$ cat src/rtl/hc165_serializer.sv
// hc165_serializer: 74HC165-style 8-bit PISO shifter with start/busy/done framing.
// Define HC165_PARITY_EN to append an even-parity bit after D[0].
module hc165_serializer (
    input  logic       i_clk,
    input  logic       i_rst,
    input  logic       i_start,
    input  logic [7:0] i_d,
    input  logic       i_ds,
    input  logic       i_inh,
    output logic       o_q7,
    output logic       o_qn7,
    output logic       o_busy,
    output logic       o_done
);
`ifdef HC165_PARITY_EN
    typedef enum logic [1:0] {IDLE, SHIFT, PAR, DONE} state_t;
`else
    typedef enum logic [1:0] {IDLE, SHIFT, DONE} state_t;
`endif
    state_t     r_state;
    logic [7:0] r_shreg;
    logic [2:0] r_cnt;
`ifdef HC165_PARITY_EN
    logic       r_par;
`endif
    always_ff @(posedge i_clk) begin
        if (i_rst) begin
            r_state <= IDLE;
            r_shreg <= 8'd0;
            r_cnt   <= 3'd0;
`ifdef HC165_PARITY_EN
            r_par   <= 1'b0;
`endif
        end else begin
            case (r_state)
                // DONE accepts a new frame exactly like IDLE so frames can run back-to-back
                IDLE, DONE: begin
                    if (i_start) begin
                        r_shreg <= i_d;
                        r_cnt   <= 3'd0;
`ifdef HC165_PARITY_EN
                        r_par   <= ^i_d;
`endif
                        r_state <= SHIFT;
                    end else begin
                        r_state <= IDLE;
                    end
                end
                SHIFT: begin
                    if (!i_inh) begin
                        r_shreg <= {r_shreg[6:0], i_ds};
                        r_cnt   <= (r_cnt == 3'd7) ? r_cnt : r_cnt + 3'd1;
`ifdef HC165_PARITY_EN
                        r_state <= (r_cnt == 3'd7) ? PAR : SHIFT;
`else
                        r_state <= (r_cnt == 3'd7) ? DONE : SHIFT;
`endif
                    end
                end
`ifdef HC165_PARITY_EN
                PAR: r_state <= i_inh ? PAR : DONE;
`endif
                default: r_state <= IDLE;
            endcase
        end
    end
`ifdef HC165_PARITY_EN
    assign o_q7   = (r_state == PAR) ? r_par : r_shreg[7];
    assign o_busy = (r_state == SHIFT) || (r_state == PAR);
`else
    assign o_q7   = r_shreg[7];
    assign o_busy = (r_state == SHIFT);
`endif
    assign o_qn7  = ~o_q7;
    assign o_done = (r_state == DONE);
endmodule

$ cat config.mk
export PLATFORM = sky130hd
export DESIGN_NAME = hc165_serializer
export DESIGN_NICKNAME = d
export VERILOG_FILES = /design/src/rtl/hc165_serializer.sv
export SDC_FILE = /design/constraint.sdc
export NUM_CORES = 1
export LEC_CHECK = 0
export ABC_AREA = 1
export BUFFER_PORTS_ARGS = -buffer_cell sky130_fd_sc_hd__buf_4
export CAP_MARGIN = 25
export CELL_PAD_IN_SITES_DETAIL_PLACEMENT = 2
export CELL_PAD_IN_SITES_GLOBAL_PLACEMENT = 2
export CORE_MARGIN = 10
export CORE_UTILIZATION = 28
export DETAILED_ROUTE_END_ITERATION = 16
export PLACE_DENSITY_LB_ADDON = 0.12
export SETUP_SLACK_MARGIN = 0.2
export SYNTH_ARGS = -nofsm -noshare
export SYNTH_HDL_FRONTEND = slang
export SYNTH_SLANG_ARGS = --single-unit
$ cat constraint.sdc
create_clock -name i_clk -period 2.6 [get_ports i_clk]
set_input_delay 0.26 -clock i_clk [delete_from_list [all_inputs] [get_ports i_clk]]
set_output_delay 0.26 -clock i_clk [all_outputs]
set_load 0.02 [all_outputs]
* Word-level counts from Yosys, hierarchy flattened
Cells that the tools add are included.
** Word-level totals
- Output and inout bits :: 4
- Register bits after elaboration :: 13
** Cells by class
- Bitwise logic cells :: 1
- Add/sub/neg operators :: 1
- Muxes and demuxes :: 11
- Eq/ne operators :: 6
- Reduce and logical (&&, ||, !) cells :: 5
** Operators with widths (number)
- $mux W8 :: 2
- $pmux W8 S2 :: 1
- $mux W3 :: 3
- $ne A2 B2 Y1 const B :: 3
- $pmux W3 S2 :: 1
- $mux W2 :: 2
- $pmux W2 S2 :: 1
- $reduce_and A4 Y1 :: 1
- $add A3 B1 Y3 const B :: 1
- $eq A3 B3 Y1 const B :: 1
- $reduce_and A3 Y1 :: 1
- $eq A2 B1 Y1 const B :: 1
- $eq A2 B2 Y1 const B :: 1
- $logic_not A2 Y1 :: 1
- $reduce_bool A2 Y1 :: 1
- $reduce_or A2 Y1 :: 1
- $mux W1 :: 1
- $not A1 Y1 :: 1

* Depth between registers and ports, before layout
Gate-level depths: netlist of run 1.
- Depth in word-level cells :: 4
- Gate-level depth with buffers :: 8

* Worst setup path after synthesis of run 1
Ideal clock, no wire load.
- Path type :: reg2reg
- Start point :: register r_state[0]
- End point :: register r_cnt[2]
- Stages on the path, launching flop included :: 7
- Arrival :: 1.220 ns
- Period minus slack after synthesis :: 1.284 ns
- Data required time :: 2.536 ns
- Setup slack :: 1.316 ns
- Path buffers :: 0
- Cell sequence :: dfxtp_1 > inv_2 > nor2_1 > nand2_1 > nand3_1 > nand2_1 > nor2_1
** RTL lines
- from (decl) :: line 20 : state_t r_state;
- from (signal assigned) :: line 56 : r_state <= (r_cnt == 3'd7) ? DONE : SHIFT;
- $eq A2 B1 Y1 (*)
- via o_busy :: line 12 : output logic o_busy,
- $ne A2 B2 Y1 (no line) or $reduce_bool A2 Y1 (tied branches)
- $reduce_and A4 Y1 (no line)
- to (signal assigned) :: line 52 : r_cnt <= (r_cnt == 3'd7) ? r_cnt : r_cnt + 3'd1;
- to (decl) :: line 22 : logic [2:0] r_cnt;
The timed path passes the listed nets; every way through them passes the cells marked *.
A chain may end at the register's enable or synchronous reset.

* Worst setup path after layout of run 1
- Start point :: register r_state[0]
- End point :: output port o_busy
** On the way
- Word-level cells in the longest chain between the ends :: 1
** Ends and longest elaborated chain
- $eq A2 B1 Y1 :: line 72 : assign o_busy = (r_state == SHIFT);
- to (decl) :: line 12
No other way between the ends.

==> metrics.md, run 1 <==
| Metric | Value |
|---|---|
| Relative slew slack | `0.737` |
| Via count | `734` |
| Wire length of the first global-routing pass | `approximately 3.4 mm` |
| Clock buffer depth | `2` |
| GRT Util Overall | `0.0819` |
| Die area | `between 4000 and 5000 um^2` |
| Num ports | `17` |
| Setup crit end kind | `primary output` |
| Startpoint Class | `flop` |
| Post-route ant nets | `0` |
| Library cells used by synthesis | `15` |
| Syn nets | `between 100 and 150` |
| Num CTS Buffers | `3` |
| DIE HEIGHT | `between 70 and 80 um` |
| Fmax | `0.611 GHz` |
| DP Worst Slack | `approximately 1300 ps` |
| Met3 WL | `around 100 um` |
| RSZ-0062 raised after global routing | `no` |
| WL final | `just under 2 mm` |
| Port Buffer Count | `16` |
| Wire length on met2 | `~920 um` |
| Register Area | `between 200 and 300 um^2` |
| Post-DP HPWL | `1.60 mm` |
| Vias/cell | `approximately 4.6` |
| Crit path launch | `r_state[0]` |
| Post-synth top area cell | `dfxtp_1` |
| Starting density of the core | `0.293` |
| Grt ovf | `0` |
| Layout cells sized above 1 | `0.183` |
| Start of the worst register-to-register path | `r_cnt[0]` |
| Total of max-cap violations | `0` |
| Synth top area cells | `dfxtp_1 36%, nand2_1 19%, nor2_1 14%` |
| Area growth, synth to finish | `22.3%` |
| Vias in the first global route | `between 700 and 800` |
| Worst Skew | `7.95 ps` |
| Avg Synthesized Cell Area | `~6.3 um^2` |
| Yosys top cell area share | `0.362` |
| Cell count after synthesis | `between 100 and 150` |
| Post-synth EDFFs | `0` |
| Actual slew at the worst max-slew pin | `around 390 ps` |
| #FFs+latches synth | `13` |
| Fin nets | `roughly 150` |
| Required @ worst endpoint | `approximately 2300 ps` |
| CP delay by family, top | `flip-flops` |
| Leakage power | `0.464 nW` |
| Slowest stage delay, CP | `490 ps` |
| Hold_sp | `i_rst` |
| Post-route insts no fill | `161` |
| Post-layout util | `0.358` |
| Metal-1 WL | `936 um` |
| Status | `complete, no violations` |
| Clk_lat worst skew | `290 ps` |
| CTS tree | `done` |
| Crit Path Category | `flop to primary output` |
| ANT cells | `0` |
| Root buffer cell | `clkbuf_4` |
| WP data arrival | `between 1000 and 1500 ps` |
| Placed Instances | `around 160` |
| Synth warn | `0` |
| Clock slew at reported path FFs | `around 80 ps` |
| Drc violations | `0` |
| Largest net degree at the start of global routing | `17` |
| Area of the multi-input gates | `between 300 and 400 um^2` |
| # fillers | `roughly 330` |
| Tmin final | `roughly 1600 ps` |
| Drt wl/cell | `12.3 um` |
| Setup_tns | `0 ps` |
| Count leader, synth | `nand2_1` |
| Max-slew violations | `0` |
| Slowest stage cell, crit path | `dfxtp_1` |
| Slack of the critical path | `962 ps` |
| Worst hold path type | `input pin to flop` |
| FP Rows | `18` |
| PD cells | `between 500 and 600 nW/um^2` |
| Post-synth ARST share | `0` |
| # setup viols final | `0` |
| Sequential area share after synthesis | `0.362` |
| Synth top cells by count | `37 x nand2_1, 27 x nor2_1, 14 x inv_1` |
| Dominant synthesized flop cell | `dfxtp_1` |
| DRT iter0 DRCs | `31` |
| Die span in x | `approximately 71 um` |
| Post-CTS Resized | `0` |
| # Post-CTS Setup Buffers | `0` |
| Final period utilization | `0.630` |
| Buf/Inv on CP | `2` |
| Final Hold Vio Count | `0` |
| TritonCTS Sinks | `13` |
| H-tree Lvls | `1` |
| Routability congestion estimate | `between 0.7 and 0.8` |
| Worst-path fanout max | `6` |
| Hold buffers post-CTS | `0` |
| Drt pass-1 iters | `2` |
| Core Box Area | `around 2500 um^2` |
| Initial antenna violation count | `0` |
| Synth Cell Area | `~700 um^2` |
| Critical Path, Cell by Cell | `inv_2 -> nor2_1 -> buf_4` |
| VDD IR max | `roughly 340 uV` |
| Uppermost layer routed | `met4` |
## cell usage in the layout, fill, tap and decap left out, drive strengths merged
cell / count
buf: 16
nor2: 27
inv: 15
nor4: 1
clkbuf: 4
nand2: 39
nand3: 7
dfxtp: 13
o21ai: 7
ha: 2
## stage by stage
step	power, mW	hold slack (ps)	instance area [um^2]
after floorplan	0.332	337	719
after global placement	0.370	442	853
after detailed placement	0.378	442	853
after CTS	0.513	142	880
after global routing	0.544	149	880
final	0.500	144	880
## power by group
group,switching (mW),internal (mW)
Clock,0.0715,0.0596
Sequential,0.0116,0.221
Combinational,0.0831,0.0534
Total,0.166,0.334
## metal layers
| layer | up-vias | track usage |
|---|---|---|
| li1 | 377 | - |
| met1 | 340 | 0.0988 |
| met2 | 12 | 0.129 |
| met3 | 5 | 0.0335 |
| met4 | 0 | 0.0258 |
| met5 | - | 0 |
## path summary, 6_finish.rpt
kind	endpoint	slack, ps	cells after the start
setup / recovery	o_busy	960	3
hold reg to reg	r_cnt[2]	510	2
hold / removal	r_state[1]	140	2
setup reg to reg	r_cnt[0]	1260	7
## sequential cells by signal (all words and copies together) (netlist names)
| name | cells |
|---|---|
| r_cnt | 3 |
| r_state | 2 |
| r_shreg | 8 |
## kinds of logic after synthesis
family | Yosys count | share of synthesized area
buffers and inverters | 18 | 0.111
AO/OA/AOI/OAI | 7 | 0.0487
adder cells (fa/ha/maj) | 2 | 0.0348
AND/OR/NAND/NOR | 74 | 0.443
flip-flops | 13 | 0.362
## cell type report
| class | count | share of cell area |
|---|---|---|
| Timing Repair Buffer | 16 | 0.137 |
| Clock buffer | 4 | 0.0299 |
| Inverter | 15 | 0.0640 |
| Tap cell | 30 | 0.0427 |
| Multi-Input combinational cell | 83 | 0.431 |
| Sequential cell | 13 | 0.296 |
Note: power is estimated with default switching activity, not from simulation.
==> run 2: changes to the inputs <==
--- a/config.mk
+++ b/config.mk
@@ -11,7 +11,7 @@
 export CELL_PAD_IN_SITES_DETAIL_PLACEMENT = 2
 export CELL_PAD_IN_SITES_GLOBAL_PLACEMENT = 2
 export CORE_MARGIN = 10
-export CORE_UTILIZATION = 28
+export CORE_UTILIZATION = 24
 export DETAILED_ROUTE_END_ITERATION = 16
 export PLACE_DENSITY_LB_ADDON = 0.12
 export SETUP_SLACK_MARGIN = 0.2
==> constraint.sdc (replaced) <==
create_clock -name i_clk -period 1.3 [get_ports i_clk]
set_input_delay 0.13 -clock i_clk [delete_from_list [all_inputs] [get_ports i_clk]]
set_output_delay 0.13 -clock i_clk [all_outputs]
set_load 0.02 [all_outputs]
==> metrics.md, run 2 (synthesis gave the netlist of run 1 again) <==
| Metric | Value |
|---|---|
| Status | `complete, no violations` |
| Total chip power | `1.16 mW (+130%)` |
| Root buffer cell | `clkbuf_4` |
| Internal power | `0.733 mW (+120%)` |
| Num CTS Buffers | `3 (unchanged)` |
| DP Worst Slack | `22.6 ps (-1230 ps)` |
| Starting density of the core | `0.256 (-0.0366)` |
| Core Box Area | `2810 um^2 (+14%)` |
| Layout cells sized above 1 | `0.449 (+0.266)` |
| Routability congestion estimate | `0.742 (-0.84%)` |
| Vias/cell | `4.80 (+5.4%)` |
| Largest net degree at the start of global routing | `17 (unchanged)` |
| Die area | `5590 um^2 (+12%)` |
| Startpoint Class | `flop` |
| Relative slew slack | `0.724 (-0.0128)` |
| Initial antenna violation count | `0 (unchanged)` |
| Die span in x | `74.8 um (+5.7%)` |
| ANT cells | `0 (unchanged)` |
| Sw Share | `0.370 (+0.0380)` |
| # fillers | `338 (+2.7%)` |
| VDD IR max | `308 uV (-9.4%)` |
| Flop pwr share | `0.403 (-0.062)` |
| Register Area | `270 um^2 (+3.8%)` |
| Clock power share | `0.237 (-0.025)` |
| Actual slew at the worst max-slew pin | `414 ps (+19.1 ps)` |
| Largest reg by FF count | `r_shreg` |
| Tmin final | `roughly 1300 ps` |
| Worst hold path type | `input pin to flop` |
| DIE HEIGHT | `74.8 um (+5.7%)` |
| Clock buffer depth | `2 (unchanged)` |
| Drt pass-1 iters | `4 (+2)` |
| WP data arrival | `1510 ps (+130 ps)` |
| Final period utilization | `0.976` |
| Wire length of the first global-routing pass | `4.13 mm (+21%)` |
| Total of max-cap violations | `0 (unchanged)` |
| Fin nets | `163 (+11%)` |
| Area growth, synth to finish | `64.2%` |
| Largest regs | `r_shreg (8), r_cnt (3), r_state (2)` |
| WL final | `3.03 mm (+53%)` |
| # setup viols final | `0 (unchanged)` |
| Commonest non-fill, non-tap cells in the layout | `29 x nand2_1, 28 x buf_4, 21 x nor2_1, 12 x inv_1, 9 x dfxtp_1` |
| Required @ worst endpoint | `1540 ps (-800 ps)` |
| FP Rows | `19 (+1)` |
| Worst Skew | `10.7 ps (+2.76 ps)` |
| Worst-path fanout max | `2 (-4)` |
| Num ports | `17 (unchanged)` |
| DRT iter0 DRCs | `18 (-42%)` |
| Port Buffer Count | `16 (unchanged)` |
| Slack of the critical path | `31.6 ps (-931 ps)` |
| Design Area, Final | `1180 um^2 (+34%)` |
| Final Hold Vio Count | `0 (unchanged)` |
| GRT Util Overall | `0.0980 (+0.0161)` |
| Area post-placement | `883 um^2 (+3.5%)` |
| Flip-flop count of the largest register after layout | `8 (unchanged)` |
| Drc violations | `0 (unchanged)` |
| Grt ovf | `0 (unchanged)` |
| Clk_lat worst skew | `300 ps (about the same)` |
| Crit Path Category | `flop to flop` |
| Setup_tns | `0 ps (unchanged)` |
| Sw power | `0.431 mW (+160%)` |
| TritonCTS Sinks | `13 (unchanged)` |
| Post-layout util | `0.421 (+0.0627)` |
| Most common cell after layout, fill and taps aside | `nand2_1` |
| Clock slew at reported path FFs | `100 ps (+20 ps)` |
| Post-DP HPWL | `1.70 mm (+6.1%)` |
| Drt wl/cell | `17.0 um (+38%)` |
| Area of the multi-input gates | `539 um^2 (+42%)` |
| Gate power share | `0.360 (+0.087)` |
| Fmax | `around 0.79 GHz` |
| Leakage power | `0.588 nW (+27%)` |
| H-tree Lvls | `1 (unchanged)` |
| RSZ-0062 raised after global routing | `yes` |
| Setup crit end kind | `flop` |
| Max-slew violations | `0 (unchanged)` |
| Vias in the first global route | `890 (+18%)` |
| PD cells | `986 nW/um^2 (+73%)` |
| Via count | `855 (+16%)` |
| CTS tree | `done` |
| Post-route ant nets | `0 (unchanged)` |
-- run 2: final cells by class --
cell class,count,share of cell area
Timing Repair Buffer,31,0.204
Inverter,15,0.0540
Clock inverter,1,0.00424
Clock buffer,3,0.0191
Multi-Input combinational cell,84,0.457
Tap cell,31,0.0328
Sequential cell,13,0.229
-- run 2: path summary, 6_finish.rpt --
check,start,endpoint,slack (ps),depth (start not counted)
setup reg to reg,r_cnt[0],r_state[0],30,8
setup / recovery,r_cnt[0],r_state[0],30,8
hold reg to reg,r_cnt[1],r_cnt[1],530,2
hold / removal,i_ds,r_shreg[0],160,5
-- run 2: worst max-delay path, cell delays in order (launching register included) --
cell     delay [ps]
dfxtp_2         350
ha_4            160
ha_4            170
inv_4            70
nand3_4          80
buf_4           150
nand3_1          90
nand2_1          70
inv_1            70
-- run 2: metrics by stage --
step           std cells  hold WS (ps)
2_1_floorplan        114           207
3_3_place_gp         158           307
3_5_place_dp         158           310
4_1_cts              170          6.13
5_1_grt              178           192
6_report             178           159
-- run 2: routing by layer --
metal	GRT usage	routed length (um)	vias up
li1	-	-	414
met4	0.0588	51	0
met2	0.166	1670	12
met1	0.109	1220	424
met5	0	0	-
met3	0.0237	83	5
-- run 2: power by group through the flow --
stage	clock (mW)	combinational, mW	sequential [mW]
after global routing	0.305	0.475	0.474
after global placement	0	0.279	0.474
after floorplan	0	0.199	0.476
after CTS	0.285	0.341	0.471
final	0.276	0.419	0.469
after detailed placement	0	0.288	0.479
-- run 2: repair_timing --
action                                  4_1_cts  5_1_grt
pin swaps                                     6        9
endpoints found under the setup margin       13       15
hold buffers                                  1        1
hold endpoints to repair                      1        1
cloned                                        0        1
setup buffers                                 7        6
resized for setup                            15       23
==> run 3: changes to the inputs <==
--- a/config.mk
+++ b/config.mk
@@ -13,7 +13,7 @@
 export CORE_MARGIN = 10
 export CORE_UTILIZATION = 24
 export DETAILED_ROUTE_END_ITERATION = 16
-export PLACE_DENSITY_LB_ADDON = 0.12
+export PLACE_DENSITY = 0.72
 export SETUP_SLACK_MARGIN = 0.2
 export SYNTH_ARGS = -nofsm -noshare
 export SYNTH_HDL_FRONTEND = slang
==> metrics.md, run 3 (synthesis gave the netlist of run 1 again) <==
| Metric | Value |
|---|---|
| Status | `complete, no violations` |
| TritonCTS Sinks | `13 (unchanged)` |
| WL final | `3.17 mm (+4.7%)` |
| Clock slew at reported path FFs | `90 ps (about the same)` |
| Post-DP HPWL | `1.68 mm (-1.1%)` |
| Clk_lat worst skew | `280 ps (-20 ps)` |
| FF-to-FF path depth | `7 (-1)` |
| Start of the worst register-to-register path | `r_state[0]` |
| DRT iter0 DRCs | `21 (+3)` |
| Drc violations | `0 (unchanged)` |
| Tmin final | `1250 ps (-20.9 ps)` |
| H-tree Lvls | `1 (unchanged)` |
| Largest reg by FF count | `r_shreg` |
| Register Area | `273 um^2 (+0.93%)` |
| Core Box Area | `2810 um^2 (unchanged)` |
| # fillers | `333 (-1.5%)` |
| Commonest non-fill, non-tap cells in the layout | `29 x nand2_1, 23 x buf_4, 21 x nor2_1, 12 x inv_1, 9 x dfxtp_1` |
| Vias/cell | `4.75 (-1.2%)` |
| Num CTS Buffers | `3 (unchanged)` |
| DIE HEIGHT | `74.8 um (unchanged)` |
| Most common cell after layout, fill and taps aside | `nand2_1` |
| Worst Skew | `2.04 ps (-8.67 ps)` |
| Worst-path fanout max | `6 (+4)` |
| Final period utilization | `0.960 (-0.0161)` |
| Fmax | `0.802 GHz (+1.7%)` |
| Die span in x | `74.8 um (unchanged)` |
| Relative slew slack | `0.712 (-0.0115)` |
| CTS tree | `done` |
| Root buffer cell | `clkbuf_4` |
| Largest regs | `r_shreg (8), r_cnt (3), r_state (2)` |
| Max-slew violations | `0 (unchanged)` |
| Reg2reg setup slack | `50 ps (+20 ps)` |
| GRT Util Overall | `0.0975 (-0.000539)` |
| Die area | `5590 um^2 (unchanged)` |
| Initial antenna violation count | `0 (unchanged)` |
| Grt ovf | `0 (unchanged)` |
| RSZ-0062 raised after global routing | `yes` |
| Largest net degree at the start of global routing | `17 (unchanged)` |
| Flip-flop count of the largest register after layout | `8 (unchanged)` |
| Hold buffers post-CTS | `0 (-1)` |
| Crit Path Category | `flop to flop` |
| # setup viols final | `0 (unchanged)` |
| Drt pass-1 iters | `4 (unchanged)` |
| Via count | `826 (-3.4%)` |
| Startpoint Class | `flop` |
| Post-route ant nets | `0 (unchanged)` |
| WP data arrival | `1450 ps (-60 ps)` |
| Slack of the critical path | `52.6 ps (+20.9 ps)` |
| CP Capture Point | `r_shreg[0]` |
| Leakage power | `0.556 nW (-5.4%)` |
| VDD IR max | `374 uV (+21%)` |
| Port Buffer Count | `16 (unchanged)` |
| Critical Path, Cell by Cell | `inv_6 -> nor2_4 -> buf_6 -> nand2_1 -> nand2_1 -> nor2_1 -> nor2_1` |
| Slowest stage delay, CP | `470 ps (+120 ps)` |
| Slowest stage cell, crit path | `dfxtp_4` |
| Actual slew at the worst max-slew pin | `431 ps (+17.2 ps)` |
| Wire length of the first global-routing pass | `4.16 mm (+0.65%)` |
| WHS | `14.0 ps (-145 ps)` |
| Placed Instances | `159 (+0.63%)` |
| Total of max-cap violations | `0 (unchanged)` |
| Layout cells sized above 1 | `0.441 (-0.00842)` |
| Worst hold path type | `input pin to flop` |
| Post-layout util | `0.419 (-0.00178)` |
| Routability congestion estimate | `0.716 (-3.4%)` |
| Final Hold Vio Count | `0 (unchanged)` |
| Starting density of the core | `0.256 (unchanged)` |
| FP Rows | `19 (unchanged)` |
| Area growth, synth to finish | `63.5%` |
| Fin nets | `159 (-2.5%)` |
| Required @ worst endpoint | `1500 ps (-40 ps)` |
| Vias in the first global route | `859 (-3.5%)` |
| ANT cells | `0 (unchanged)` |
| Setup crit end kind | `flop` |
| Clock buffer depth | `2 (unchanged)` |
| Num ports | `17 (unchanged)` |
| Hold Path Cell Cnt | `2 (-3)` |
| Crit path launch | `r_state[0]` |
| Post-route insts no fill | `174 (-2.2%)` |
| DP Worst Slack | `23.8 ps (+1.23 ps)` |
| Drt wl/cell | `18.2 um (+7.1%)` |
| PD cells | `1000 nW/um^2 (+1.8%)` |
| RR Endpoint | `r_shreg[0]` |
| Area of the multi-input gates | `552 um^2 (+2.3%)` |
## run 3: cell types whose count changed in the layout (fill, tap and decap cells not counted), moves of 2 or more
| cell | before | now |
|---|---|---|
| nand2_8 | 1 | 3 |
| buf_6 | 1 | 4 |
| inv_4 | 3 | 1 |
| inv_6 | 0 | 2 |
| dlygate4sd3_1 | 2 | 0 |
| nand2_4 | 3 | 1 |
| buf_4 | 28 | 23 |
## run 3: stage by stage
stage | power [mW] | instance area (um^2) | setup TNS (ps)
3_3_place_gp | 0.756 | 891 | 0
2_1_floorplan | 0.675 | 748 | 0
6_report | 1.18 | 1180 | 0
4_1_cts | 1.08 | 985 | 0
3_5_place_dp | 0.771 | 891 | 0
5_1_grt | 1.27 | 1180 | -6.16
## run 3: metal layers
metal / GRT usage / vias up / wire length (um)
met2: 0.182 / 10 / 1670
li1: - / 405 / -
met3: 0.0276 / 2 / 108
met4: 0.0315 / 0 / 12
met1: 0.103 / 409 / 1380
met5: 0 / - / 0
## run 3: what timing repair did
item / 4_1_cts / 5_1_grt
cloned: 0 / 1
buffers inserted: 4 / 6
hold endpoints to repair: 0 / 1
pin swaps: 2 / 10
resized for setup: 11 / 34
endpoints found under the setup margin: 15 / 15
## run 3: worst min path at each step
stage / from / endpoint / slack, ps
after global placement: i_rst / r_state[1] / 310
final: i_rst / r_state[1] / 10
after detailed placement: i_rst / r_state[1] / 320
after floorplan: i_inh / r_state[1] / 210
after CTS: i_rst / r_state[1] / 3
after global routing: i_rst / r_state[1] / 2
## run 3: layout make-up
class                   instances  area share
clock buffers                   4      0.0223
inverters                      15      0.0585
multi-input cells              84       0.469
flip-flops and latches         13       0.232
well taps                      31      0.0330
repair buffers                 27       0.185
## run 3: power breakdown
| group | internal (mW) | switching, mW | total, mW |
|---|---|---|---|
| registers | 0.442 | 0.0382 | 0.480 |
| logic | 0.184 | 0.249 | 0.433 |
| clock network | 0.119 | 0.150 | 0.269 |
## run 3: worst max-delay path, delay by kind of cell, from the launching register on
kind	cells	cell delay, ps
buf+inv	2	200
flops	1	470
simple gates	5	500
